### src/rtl/mii_rx_fcs_check.sv
// mii_rx_fcs_check: MII receive preamble strip, byte assembly, CRC-32 check and FCS removal
module mii_rx_fcs_check (
  input  logic        clk,
  input  logic        rst_n,
  input  logic        rx_dv,
  input  logic        rx_er,
  input  logic [3:0]  rxd,
  output logic [7:0]  out_data,
  output logic        out_valid,
  output logic        out_sof,
  output logic        out_eof,
  output logic        out_good,
  output logic [2:0]  out_status,
  output logic [15:0] out_len,
  output logic        runt_drop
);
  localparam logic [1:0] DISCARD  = 2'd0;
  localparam logic [1:0] IDLE     = 2'd1;
  localparam logic [1:0] PREAMBLE = 2'd2;
  localparam logic [1:0] DATA     = 2'd3;
  localparam logic [31:0] RESIDUE = 32'hDEBB20E3;

  logic [1:0]  state;
  logic [31:0] crc;
  logic [3:0]  low;
  logic        phase;
  logic        first;
  logic        rxer;
  logic [2:0]  fill;
  logic [15:0] cnt;
  logic [7:0]  dl [5];
  logic [7:0]  nb;
  logic        crc_bad;
  logic        rxer_now;

  function automatic logic [31:0] crc_nib(input logic [31:0] c, input logic [3:0] d);
    logic [31:0] r;
    r = c;
    for (int i = 0; i < 4; i++) r = (r >> 1) ^ ((r[0] ^ d[i]) ? 32'hEDB88320 : 32'h0);
    return r;
  endfunction

  assign nb       = {rxd, low};
  assign crc_bad  = crc != RESIDUE;
  assign rxer_now = rxer | rx_er;

  always_ff @(posedge clk or negedge rst_n)
    if (!rst_n) begin
      state      <= DISCARD;
      crc        <= '1;
      low        <= '0;
      phase      <= 1'b0;
      first      <= 1'b0;
      rxer       <= 1'b0;
      fill       <= '0;
      cnt        <= '0;
      for (int i = 0; i < 5; i++) dl[i] <= '0;
      out_data   <= '0;
      out_valid  <= 1'b0;
      out_sof    <= 1'b0;
      out_eof    <= 1'b0;
      out_good   <= 1'b0;
      out_status <= '0;
      out_len    <= '0;
      runt_drop  <= 1'b0;
    end else begin
      out_valid <= 1'b0;
      out_sof   <= 1'b0;
      out_eof   <= 1'b0;
      runt_drop <= 1'b0;
      case (state)
        DISCARD: if (!rx_dv) state <= IDLE;
        IDLE: if (rx_dv) state <= (rxd == 4'h5) ? PREAMBLE : DISCARD;
        PREAMBLE:
          if (!rx_dv) state <= IDLE;
          else if (rxd == 4'hD) begin
            state <= DATA;
            crc   <= '1;
            cnt   <= '0;
            fill  <= '0;
            phase <= 1'b0;
            rxer  <= 1'b0;
            first <= 1'b1;
          end else if (rxd != 4'h5) state <= DISCARD;
        DATA:
          if (rx_dv) begin
            crc   <= crc_nib(crc, rxd);
            rxer  <= rxer_now;
            phase <= ~phase;
            if (!phase) low <= rxd;
            else begin
              // always shift; once five bytes are in, dl[0] is the oldest
              for (int i = 0; i < 4; i++) dl[i] <= dl[i+1];
              dl[4] <= nb;
              fill  <= (fill == 3'd5) ? fill : fill + 3'd1;
              cnt   <= (cnt == 16'hFFFF) ? cnt : cnt + 16'd1;
              if (fill == 3'd5) begin
                out_valid <= 1'b1;
                out_data  <= dl[0];
                out_sof   <= first;
                first     <= 1'b0;
              end
            end
          end else begin
            state <= IDLE;
            if (fill == 3'd5) begin
              out_valid  <= 1'b1;
              out_eof    <= 1'b1;
              out_sof    <= first;
              out_data   <= dl[0];
              out_good   <= !(rxer_now | phase | crc_bad);
              out_status <= {rxer_now, phase, crc_bad};
              out_len    <= (cnt == 16'hFFFF) ? cnt : cnt - 16'd4;
            end else runt_drop <= 1'b1;
          end
        default: state <= DISCARD;
      endcase
    end
endmodule
### config.mk
export PLATFORM = sky130hd
export DESIGN_NAME = mii_rx_fcs_check
export DESIGN_NICKNAME = d
export VERILOG_FILES = /design/src/rtl/mii_rx_fcs_check.sv
export SDC_FILE = /design/constraint.sdc
export NUM_CORES = 1
export LEC_CHECK = 0
export BUFFER_PORTS_ARGS = -buffer_cell sky130_fd_sc_hd__buf_2
export CAP_MARGIN = 20
export CELL_PAD_IN_SITES_DETAIL_PLACEMENT = 1
export CELL_PAD_IN_SITES_GLOBAL_PLACEMENT = 1
export CORE_MARGIN = 5
export CORE_UTILIZATION = 49
export DETAILED_ROUTE_END_ITERATION = 12
export GPL_ROUTABILITY_DRIVEN = 0
export PLACE_DENSITY = 0.83
export SYNTH_ARGS = -nofsm -noshare
export SYNTH_HDL_FRONTEND = slang
export SYNTH_SLANG_ARGS = --single-unit
### constraint.sdc
create_clock -name clk -period 2.8 [get_ports clk]
set_input_delay 0.42 -clock clk [delete_from_list [all_inputs] [get_ports clk]]
set_output_delay 0.42 -clock clk [all_outputs]
set_load 0.005 [all_outputs]
Word-level counts from Yosys, hierarchy flattened
Cells that the tools add are included.

Register bits after elaboration: 132. Bits in latches: 0. RAM bits: 0. Memory bits (read-only): 0. Bits of input ports: 8. Output and inout bits: 32. Memories: 0.

$add $sub $neg: 3. Multiply operators: 0. Div/mod/pow operators: 0. $lt $le $gt $ge: 0. Equal/unequal tests: 20. Shift-type cells: 0. Mux-type cells: 56. Bitwise operators: 13. Reduce and logical (&&, ||, !) cells: 13.

Operator list (count): $mux 32 (7); $xor 31x32->32 (4); $mux 16 (6); $pmux 32 s2 (1); $ne 32x32->1 const B (1); $pmux 16 s2 (1); $mux 8 (3); $mux 1 (22); $ne 2x2->1 const B (9); $reduce_and 6->1 (3); $add 16x1->16 const B (1); $eq 16x16->1 const B (1); $sub 16x3->16 const B (1); $mux 3 (5); $mux 2 (6); $reduce_and 3->1 (4); $pmux 1 s2 (3); $pmux 2 s3 (1); $pmux 3 s2 (1); $eq 2x2->1 const B (2); $eq 4x3->1 const B (1); $eq 4x4->1 const B (1); $ne 4x3->1 const B (1); $ne 4x4->1 const B (1); 13 further kinds (19).

Longest topological paths before layout
Word-level depth: 14. Gate-level depth with buffers: 9.

Worst setup path before layout
OpenSTA, ideal clock, no wires.

Kind: register -> register. Start: register state[0]. End: register cnt[15]. Arrival time: 1842 ps. Required time: 2673 ps. Path slack: 830 ps. Cell stages (with the launch flop): 9. Period minus slack after synthesis: 1970 ps. Cells stage by stage: dfrtp_1 > inv_1 > ha_1 > clkbuf_1 > mux2_2 > o211ai_2 > nor3_2 > nand3_1 > mux2_1.

Cells in the longest elaborated chain, start to end: 3. Elaborated cells on any way between the ends: 10. Classes of those cells: 7 x eq/ne; 1 x mux; 2 x reduce/logical.

Ends and longest elaborated chain: start, declared (RTL line 23) `logic [1:0] state;`; start signal, assigned (RTL line 73) `IDLE: if (rx_dv) state <= (rxd == 4'h5) ? PREAMBLE : DISCARD;`; $eq 2x2->1 (RTL line 71) `case (state)`; $ne 2x2->1 (no source line) or $reduce_bool 2->1 (tied branches); $reduce_and 6->1 (no source line); end signal, assigned (RTL line 96) `cnt <= (cnt == 16'hFFFF) ? cnt : cnt + 16'd1;`; end, declared (RTL line 30) `logic [15:0] cnt;`.

Parallel ways exist; a longest one is shown, timed or not. A chain may end at the register's enable or synchronous reset.

Worst setup path in the final report
Start: register state[0]. End: register cnt[2].

Same word-level chain as after synthesis.

==> metrics.txt <==
status=completed; Final #Nets=between 500 and 600; Tightest Hold Check Type=in -> async; Total GRT Usage=a little over a fifth; final instance area=just over 7000 µm²; Syn Std Cell Area=a little over 6000 µm²; CP Launch Point=state[0]; max-cap violation count=0; FP Rows=40; critical path data required time=approximately 3.2 ns; yosys warns=0; Ant. Diodes=0; via count=between 4000 and 5000; later-pin clock latency in the skew report=roughly 0.43 ns; Post-Syn Area per Cell=11.5 µm²; post-synth top area share=approximately two fifths; PostCTS Resize Cnt=0; final worst path period need=2.51 ns; reg2reg setup slack=about 0.29 ns; ys async rst share=100%; r2r endpoint=cnt[2]; reg-to-reg startpoint=state[0]; Area growth syn-to-layout=17.2%; Cell Pwr Density=between 900 and 1000 nW/µm²; Netlist cell types=57; unrepaired setup endpoints after global routing=no; post-detailed-route count of antenna-violating nets=0; Worst Setup Path Type=reg -> reg; total CTS buffers=17; top cells by area, synth=dfrtp_1 (41%), dfstp_2 (14%), mux2_2 (10%); sw frac=roughly 31%; Root Buffer Master=clkbuf_16; die width=~120 µm; layout cells sized above 1=32.5%; Mapped Cells=530; Psw=around 2.2 mW; syn_nets=about 550; grt ovf=0; Synth top cells by count=dfrtp_1 (100), nor2_1 (64), mux2_2 (54), a21oi_1 (38), nand2_1 (34); count leader, synth=dfrtp_1; flop and latch count out of synthesis=approximately 130; CTS tree=done; Final Max Slew Viols=0; Final Hold Viols=0; worst rel slew slack=between 40% and 50%; leakage power=3.32 nW; Worst Setup Start Kind=flop; CTS Sinks=between 100 and 150; Core Region=12100 µm²; Post-synth EDFFs=0; Starting DRT DRC Count=179; vias per cell=5.45; Max VDD drop=around 0.00066 V; clk_skew=0.00762 ns; largest net degree at the start of global routing=133; Post-CTS Setup Repair Bufs=0; die area=14800 µm²; Final Cycle Share=89.5%; Worst Setup EP=cnt[2]; DR WL/cell=around 19 µm; Clock Path Buffers=2; FF-to-FF path depth=7; HPWL after detailed placement=9090 µm; Reg power frac=roughly 40%; Post-Route WL=roughly 14000 µm; Port Buffer Count=39; Max H-tree Level=4; # DRC=0; Setup crit end kind=flop; largest fanout on the critical path=19; # IOs=40; final setup fails=0; commonest register cell after synthesis=dfrtp_1; initial antenna violation count=0; Comb power frac=~25%; DRT Pass-1 Iters=4; Clock power frac=between 30% and 40%; cell accounting for the most synthesized area=dfrtp_1; Initial Util=50.5%; placed cell area=~6500 µm²; Clock transition at path regs=0.06 ns; Seq/Total Area, Yosys=between 50% and 60%; CP arrival=about 2.9 ns; number of global-route vias before repair=around 4700; Worst-Margin Slew=about 0.9 ns; first-pass GRT wire length=roughly 24000 µm; TNS Setup=0 ns; hold-fix buffer count after cts=0; Power Internal=a little under 5 mW; Highest Clock Rate=roughly 400 MHz; die height=about 120 µm
==> power by group through the flow <==
stage / clock network (mW) / logic, mW / registers [mW]
4_1_cts: 2.46 / 1.78 / 2.80
6_report: 2.43 / 1.75 / 2.80
5_1_grt: 2.56 / 1.94 / 2.85
2_1_floorplan: 0 / 1.36 / 2.68
3_5_place_dp: 0 / 1.73 / 2.82
3_3_place_gp: 0 / 1.65 / 2.78
==> final cells by class <==
cell class,count,area [µm²]
inverter,11,41.3
timing repair buffer,51,300
tap,168,210
clock buffer,24,502
multi-input combinational,361,2620
fill,1276,4950
clock inverter,8,145
sequential,132,3340
==> sequential cells by signal (all words and copies together) (netlist names), 2 cells and up <==
signal	cells
cnt	16
crc	32
dl	40
fill	3
low	4
out_data	8
out_len	16
out_status	3
state	2
==> metal layers <==
metal / vias up / track usage [%] / share of wire [%]
met4: 0 / 8.61 / 2.3
met2: 71 / 37.4 / 52
met5: - / 0 / 0
met1: 2091 / 24.6 / 42
met3: 31 / 4.64 / 2.9
li1: 1922 / - / -
==> how the worst min path moves through the flow <==
stage,from,end,slack [ns],depth (start not counted)
after floorplan,rst_n,cnt[0],0.12,0
after global placement,first,first,0.45,1
after detailed placement,out_status[1],out_status[1],0.46,2
after CTS,rst_n,out_data[6],0.15,2
after global routing,rst_n,out_data[6],0.16,2
final,rst_n,out_data[6],0.08,2
==> critical path: stages (launching register included) <==
cell      delay (ns)
dfrtp_1         0.42
inv_1           0.13
ha_1            0.35
inv_1           0.12
o211ai_2        0.74
a21oi_1         0.21
a211oi_1        0.31
a31o_2          0.14
==> stage by stage <==
| step | util (%) | hold slack, ns | instances | worst slack [ns] | total power, mW |
|---|---|---|---|---|---|
| after global placement | 53.8 | 0.455 | 723 | 0.548 | 4.43 |
| after global routing | 59.1 | 0.160 | 755 | 0.0906 | 7.35 |
| final | 59.1 | 0.0832 | 755 | 0.293 | 6.98 |
| after floorplan | - | 0.124 | 530 | 0.830 | 4.04 |
| after CTS | 59.1 | 0.149 | 755 | 0.243 | 7.05 |
| after detailed placement | 53.8 | 0.465 | 723 | 0.391 | 4.55 |
==> layout by cell type (no fill, tap or decap), drive strengths merged, types with 4 or more instances in the layout <==
cell type / instances
o22a: 5
xnor2: 37
buf: 51
o21ai: 16
inv: 10
a21oi: 38
nor2: 64
nor3: 8
dfstp: 32
dfrtp: 100
a211oi: 6
xor2: 22
nand3: 12
mux2: 55
clkbuf: 24
nand4: 8
nand2: 34
bufinv: 4
nor4: 9
ha: 9
==> logic make-up after synthesis <==
group           share of synthesized area, %
xor+xnor                                9.62
flops                                   54.7
buf+inv                                 2.62
compound gates                          7.82
fa+ha+maj                               1.84
simple gates                            12.8
mux                                     10.6
Power figures use the tool's default switching activity.
